### config.mk
export PLATFORM = sky130hd
export DESIGN_NAME = pe_simd_ctrl
export DESIGN_NICKNAME = d
export VERILOG_FILES = /design/src/rtl/pe_simd_ctrl.sv
export SDC_FILE = /design/constraint.sdc
export NUM_CORES = 1
export LEC_CHECK = 0
export ABC_AREA = 1
export CAP_MARGIN = 40
export CORE_MARGIN = 5
export CORE_UTILIZATION = 50
export CTS_CLUSTER_DIAMETER = 150
export CTS_CLUSTER_SIZE = 24
export DETAILED_ROUTE_END_ITERATION = 10
export GPL_TIMING_DRIVEN = 0
export PLACE_DENSITY_LB_ADDON = 0.15
export RECOVER_POWER = 100
export SYNTH_ARGS = -nofsm -noshare
export SYNTH_HDL_FRONTEND = slang
export SYNTH_SLANG_ARGS = --single-unit
### constraint.sdc
create_clock -name clk -period 7 [get_ports clk]
set_clock_uncertainty 0.05 [all_clocks]
set_input_delay 1.4 -clock clk [delete_from_list [all_inputs] [get_ports clk]]
set_output_delay 1.4 -clock clk [all_outputs]
set_load 0.03 [all_outputs]
### src/rtl/pe_simd_ctrl.sv
// pe_simd_ctrl: job sequencer for one pe_simd; streams instructions, an idle gap, data, then drains results.
// Define PE_CTRL_TIMEOUT_EN to enable the drain watchdog that raises err.
module pe_simd_ctrl #(
    parameter int DATA_WIDTH = 16,
    parameter int INST_WIDTH = 32,
    parameter int CNT_W      = 8,
    parameter int GAP_CYCLES = 2,
    parameter int TIMEOUT    = 255
) (
    input  logic                    clk,
    input  logic                    rst,
    input  logic                    start,
    input  logic [CNT_W-1:0]        num_inst,
    input  logic [CNT_W-1:0]        num_data,
    input  logic [CNT_W-1:0]        num_out,
    input  logic                    inst_s_v,
    output logic                    inst_s_rdy,
    input  logic [INST_WIDTH-1:0]   inst_s,
    input  logic                    data_s_v,
    output logic                    data_s_rdy,
    input  logic [2*DATA_WIDTH-1:0] data_s,
    output logic                    inst_in_v,
    output logic [INST_WIDTH-1:0]   inst_in,
    output logic                    din_v,
    output logic [2*DATA_WIDTH-1:0] din_pe,
    input  logic                    dout_v,
    input  logic [2*DATA_WIDTH-1:0] dout_pe,
    output logic                    res_v,
    output logic [2*DATA_WIDTH-1:0] res,
    output logic                    busy,
    output logic                    done,
    output logic                    err
);
    localparam logic [2:0] IDLE      = 3'd0;
    localparam logic [2:0] LOAD_INST = 3'd1;
    localparam logic [2:0] GAP       = 3'd2;
    localparam logic [2:0] LOAD_DATA = 3'd3;
    localparam logic [2:0] DRAIN     = 3'd4;
    // one timer serves the gap count and the drain watchdog, so it is sized for the larger of the two
    localparam int TMR_W = $clog2((GAP_CYCLES > TIMEOUT ? GAP_CYCLES : TIMEOUT) + 2);

    logic [2:0]       state;
    logic [CNT_W-1:0] lat_inst, lat_data, lat_out;
    logic [CNT_W-1:0] inst_cnt, data_cnt, out_cnt;
    logic [CNT_W-1:0] inst_nxt, data_nxt, out_nxt;
    logic [TMR_W-1:0] tmr;
    logic             inst_hs, data_hs, accept, gap_last, out_hit, wd_run, wd_fire;

    always_comb begin
        busy       = state != IDLE;
        inst_s_rdy = (state == LOAD_INST) && (inst_cnt < lat_inst);
        data_s_rdy = (state == LOAD_DATA) && (data_cnt < lat_data);
        inst_hs    = inst_s_v && inst_s_rdy;
        data_hs    = data_s_v && data_s_rdy;
        inst_nxt   = inst_cnt + CNT_W'(inst_hs);
        data_nxt   = data_cnt + CNT_W'(data_hs);
        out_nxt    = out_cnt + CNT_W'(dout_v && busy && (out_cnt < lat_out));
        accept     = start && !busy && !done;
        gap_last   = tmr == TMR_W'(GAP_CYCLES - 1);
        out_hit    = out_nxt == lat_out;
    end

`ifdef PE_CTRL_TIMEOUT_EN
    assign wd_run  = (state == DRAIN) && !dout_v;
    assign wd_fire = wd_run && (tmr == TMR_W'(TIMEOUT - 1));
`else
    assign wd_run  = 1'b0;
    assign wd_fire = 1'b0;
`endif

    always_ff @(posedge clk or negedge rst) begin
        if (!rst) begin
            state    <= IDLE;
            lat_inst <= '0;
            lat_data <= '0;
            lat_out  <= '0;
            inst_cnt <= '0;
            data_cnt <= '0;
            out_cnt  <= '0;
            tmr      <= '0;
            done     <= 1'b0;
            err      <= 1'b0;
        end else if (accept) begin
            state    <= LOAD_INST;
            lat_inst <= num_inst;
            lat_data <= num_data;
            lat_out  <= num_out;
            inst_cnt <= '0;
            data_cnt <= '0;
            out_cnt  <= '0;
            tmr      <= '0;
            done     <= 1'b0;
            err      <= 1'b0;
        end else begin
            inst_cnt <= inst_nxt;
            data_cnt <= data_nxt;
            out_cnt  <= out_nxt;
            tmr      <= (((state == GAP) && !gap_last) || wd_run) ? tmr + 1'b1 : '0;
            done     <= (state == DRAIN) && (out_hit || wd_fire);
            err      <= err || ((state == DRAIN) && !out_hit && wd_fire);
            case (state)
                LOAD_INST: if (inst_nxt == lat_inst) state <= (GAP_CYCLES == 0) ? LOAD_DATA : GAP;
                GAP:       if (gap_last) state <= LOAD_DATA;
                LOAD_DATA: if (data_nxt == lat_data) state <= DRAIN;
                DRAIN:     if (out_hit || wd_fire) state <= IDLE;
                default:   state <= IDLE;
            endcase
        end
    end

    always_ff @(posedge clk or negedge rst) begin
        if (!rst) begin
            inst_in_v <= 1'b0;
            inst_in   <= '0;
            din_v     <= 1'b0;
            din_pe    <= '0;
            res_v     <= 1'b0;
            res       <= '0;
        end else begin
            inst_in_v <= inst_hs;
            inst_in   <= inst_hs ? inst_s : '0;
            din_v     <= data_hs;
            din_pe    <= data_hs ? data_s : '0;
            res_v     <= dout_v;
            res       <= dout_v ? dout_pe : '0;
        end
    end
endmodule

==> results by stage <==
Detailed routing:
- The per-cell via count in the routed design is approximately 4.7.
- Before antenna repair, the detailed router went through 5 iterations.
- Once detail routing completed, the nets flagged for antenna violations numbered 0.
- The final layout contains routed wiring with a total length of 17860 um.
- After detailed routing, the average wire length per cell comes to 14.37 um.
- The number of DRC markers after the initial detailed-route iteration is 315.
- The via total after detailed routing is 5840.
- The number of remaining DRC errors is 0.

Power:
- The leakage power total is 5.527 nW.
- The power density over cell area is approximately 330 mW/mm^2.
- The worst-case IR drop observed on VDD is 0.2258 mV.

Placed design:
- The number of cells after detailed placement is approximately 1200.
- Routability-driven placement finished with a final weighted congestion of 0.8436.
- In this run the cell area measured after placement is 0.009518 mm^2.
- Input and output buffers added on the ports amount to 228.
- The pre-CTS setup slack is around 2700 ps.
- Detailed placement ended at an HPWL of 13400 um.

Worst hold path:
- The launch point of the worst hold path is tmr[0]$_DFF_PN0_.
- The capture endpoint of the worst hold path is tmr[0]$_DFF_PN0_.
- Counting instances, the worst hold path has a depth of 1.
- The path class of the lowest-slack min-delay path is reg -> reg.

Setup path:
- The count of cells along the worst register-to-register path is 24.
- The worst setup path is captured at a flop.
- The worst-path maximum fanout is 6.
- The worst setup path is launched from an input port.
- The endpoint required time on the critical path is 7310 ps.
- In this run the critical register-to-register path is captured at state[2]$_DFFE_PN0P_.
- The start of the worst register-to-register path is data_cnt[1]$_DFF_PN0_.
- In this run the register-to-register setup slack is 3290 ps.
- The critical path in this run is classified as in -> reg.
- Data arrives at the worst endpoint at 4340 ps.

Clock tree:
- Once the clock tree was built, the setup fixing pass inserted 0 buffers.
- The H-tree was split into 4 levels.
- The clock-pin slew of the registers on the worst-case setup and hold paths is 60 ps.
- The clock latency at the later pin of the worst-skew pair is 420 ps.
- The CTS tree is yes.
- The worst-case clock buffer depth is 2.
- The post-cts resize count is 0.
- Buffers inserted to repair hold after CTS numbered 0.
- In this run the clock root is driven by a clkbuf_16.
- The number of clock buffers inserted by TritonCTS is 17.
- The TritonCTS sink count is between 150 and 200.

Global routing:
- The total track usage is 22.46%.
- The met2 track utilization from global routing is 38.63%.
- The global routing stage identified its most utilized layer as met2.
- The initial antenna violation count is 1.
- The via count of the first global-routing pass came to 5900.
- The met3 usage is approximately 10%.
- For this run the aggregate overflow at the end of global routing stands at 0.
- The maximum number of pins on one net before global-route repair is 124.
- The met1 capacity usage during global routing is between 20% and 30%.
- The first global-routing pass estimated 28500 um of wire.

Synth:
- After synthesis the cells add up to between 0.006 and 0.007 mm^2.
- Synthesis produced a netlist with a net count of 958.
- The number of distinct library cells after synthesis is 27.
- The sequential cell area fraction in the yosys report is 57.38%.
- During synthesis, Yosys emitted a total of 0 warnings.
- The total of flip-flops plus latches after synthesis is 160.
- The per-instance average area after synthesis is 8.690 um^2.
- Synthesis handed over a netlist of around 800 instances.

Timing:
- The worst setup slack after layout is between 2000 and 3000 ps.
- The routed design could run at a clock period as short as 4037 ps.
- Setup repair after global routing left no endpoint under its margin.
- The final critical path takes up between 50 and 60% of the cycle.
- Measured against its own limit, the worst slew margin works out to -41.35%.
- The fmax is between 0.2 and 0.25 GHz.
- The number of slew-limit violations in the final report is 38.
- The total of endpoints with negative setup slack in the final report is 0.
- For the pin with the worst max-slew slack, the measured transition is 2120 ps.
- The final-report hold violation count is 0.

Cells and area:
- The layout cell share with drive strength beyond 1 is 3.766%.
- The layout has 1055 filler cells.
- Summing all non-filler instances in the final layout gives an area of 0.01003 mm^2.
- The layout net count is ~1200.
- In the layout the commonest cells are 172 x inv_1, 163 x nand2_1, 160 x dfrtp_1, 120 x clkdlybuf4s50_1, 114 x nor2_1.
- The leading cell type in the layout, fill and taps excluded is inv_1.
- The finished layout holds between 1000 and 1500 standard cells, fillers aside.
- Compared with the post-synthesis result, the final layout area differs by 43.75%.

Die:
- In this run the standard cell core region covers 0.01377 mm^2.
- The I/O pin total is 230.
- The area of the die is between 0.015 and 0.02 mm^2.
- The initial standard-cell utilization of the core is 50.66%.
- The die boundary height is approximately 130 um.
- The number of placement rows is between 40 and 50.
- The die is 128.1 um wide.

Run:
- Across the run, the number of max-cap violations was 1.

Outcome:
- The run finished, with violations left.
- The checks that failed: max-capacitance violations, max-slew violations.
## cell usage after synthesis
cell | number | area (um^2)
nand2_2 | 7 | 43.79
nor2_2 | 6 | 37.54
xnor2_1 | 3 | 26.28
ha_1 | 29 | 362.9
nand3_1 | 51 | 255.2
clkbuf_1 | 9 | 33.78
buf_4 | 1 | 7.510
a21oi_1 | 25 | 125.1
o21bai_1 | 3 | 22.52
nand2_1 | 160 | 600.6
and3_1 | 2 | 12.51
o21ai_2 | 1 | 8.760
buf_2 | 8 | 40.04
nor4_1 | 3 | 18.77
dfrtp_1 | 160 | 4004
o211ai_1 | 3 | 22.52
o21ai_0 | 27 | 135.1
o21a_1 | 5 | 37.54
nor2_1 | 107 | 401.6
or2_2 | 1 | 6.260
nor2_4 | 3 | 33.78
nand3_2 | 1 | 10.01
or2_1 | 1 | 6.260
nor3_1 | 9 | 45.04
nand4_1 | 5 | 31.28
conb_1 | 1 | 3.750
inv_1 | 172 | 645.6
## area by class of cell
class                           count  area [um^2]  share of cell area (%)
Tap cell                          180        225.2                   2.245
Inverter                          172        645.6                   6.436
Antenna cell                        1        2.502                 0.02495
Sequential cell                   160         4004                   39.92
Clock inverter                     11        140.1                   1.397
Buffer                             18        73.82                  0.7359
Timing Repair Buffer              229         2303                   22.96
Clock buffer                       19        432.9                   4.316
Multi-Input combinational cell    453         2203                   21.97
## per-layer routing
metal | share of wire, % | vias to the layer above
met3 | 10 | 30
met4 | 2.2 | 0
met5 | 0 | -
met2 | 50 | 215
met1 | 37 | 2679
li1 | - | 2916
## sequential cells by signal, indices dropped and copies added (netlist names), 9 cells and up
| signal | count |
|---|---|
| din_pe | 32 |
| inst_in | 32 |
| res | 32 |
| tmr | 9 |
## cell families (layout without fill, tap and decap cells)
kind of cell,Yosys count,after routing,share of synthesized area [%]
and+or+nand+nor,356,356,21.54
other,1,2,0.05374
xor gates and xnor gates,3,3,0.3766
DFF,160,160,57.38
AOI/OAI and AO/OA,64,64,5.039
adders and majority gates,29,29,5.200
buffers and inverters,190,449,10.42
## how the worst max path moves through the flow
stage	to	slack (ps)	depth (start not counted)	start
4_1_cts	data_s_rdy	3020	8	data_cnt[1]$_DFF_PN0_
2_1_floorplan	state[2]$_DFFE_PN0P_	3700	19	dout_v
3_3_place_gp	din_pe[5]$_DFF_PN0_	-2110	1	rst
5_1_grt	state[2]$_DFFE_PN0P_	2620	20	dout_v
3_5_place_dp	state[2]$_DFFE_PN0P_	2690	20	dout_v
6_report	state[2]$_DFFE_PN0P_	2960	20	dout_v
## through the flow
stage	TNS (ps)	hold slack [ps]	total power, mW	util [%]
2_1_floorplan	0	410.8	2.027	-
3_3_place_gp	-334650	433.3	2.449	68.87
6_report	0	452.0	3.327	72.83
3_5_place_dp	0	455.6	2.479	69.10
5_1_grt	0	497.3	3.566	72.83
4_1_cts	0	463.3	3.405	73.26
## power breakdown
group	switching (mW)	internal [mW]	leakage, nW	total (mW)
clock network	0.357	0.555	0.283	0.912
registers	0.120	1.12	2.12	1.24
logic	0.718	0.453	3.12	1.17
total	1.20	2.13	5.53	3.33
## critical path, stage by stage
cell and delay [ps]:
dlygate4sd3_1 540, clkbuf_1 280, nand2_1 120, nor3_1 210, ha_1 300, ha_1 230
nand2_1 120, nor2_1 170, nand2_1 80, nand2_2 60, nand2_1 60, nand2_1 60
nand2_1 40, nor2_1 140, nand3_2 100, nand2_1 110, nand2_1 70, nor2_1 100
nand2_1 60, nand2_1 60
No activity file was read; power rests on OpenSTA's default activity.
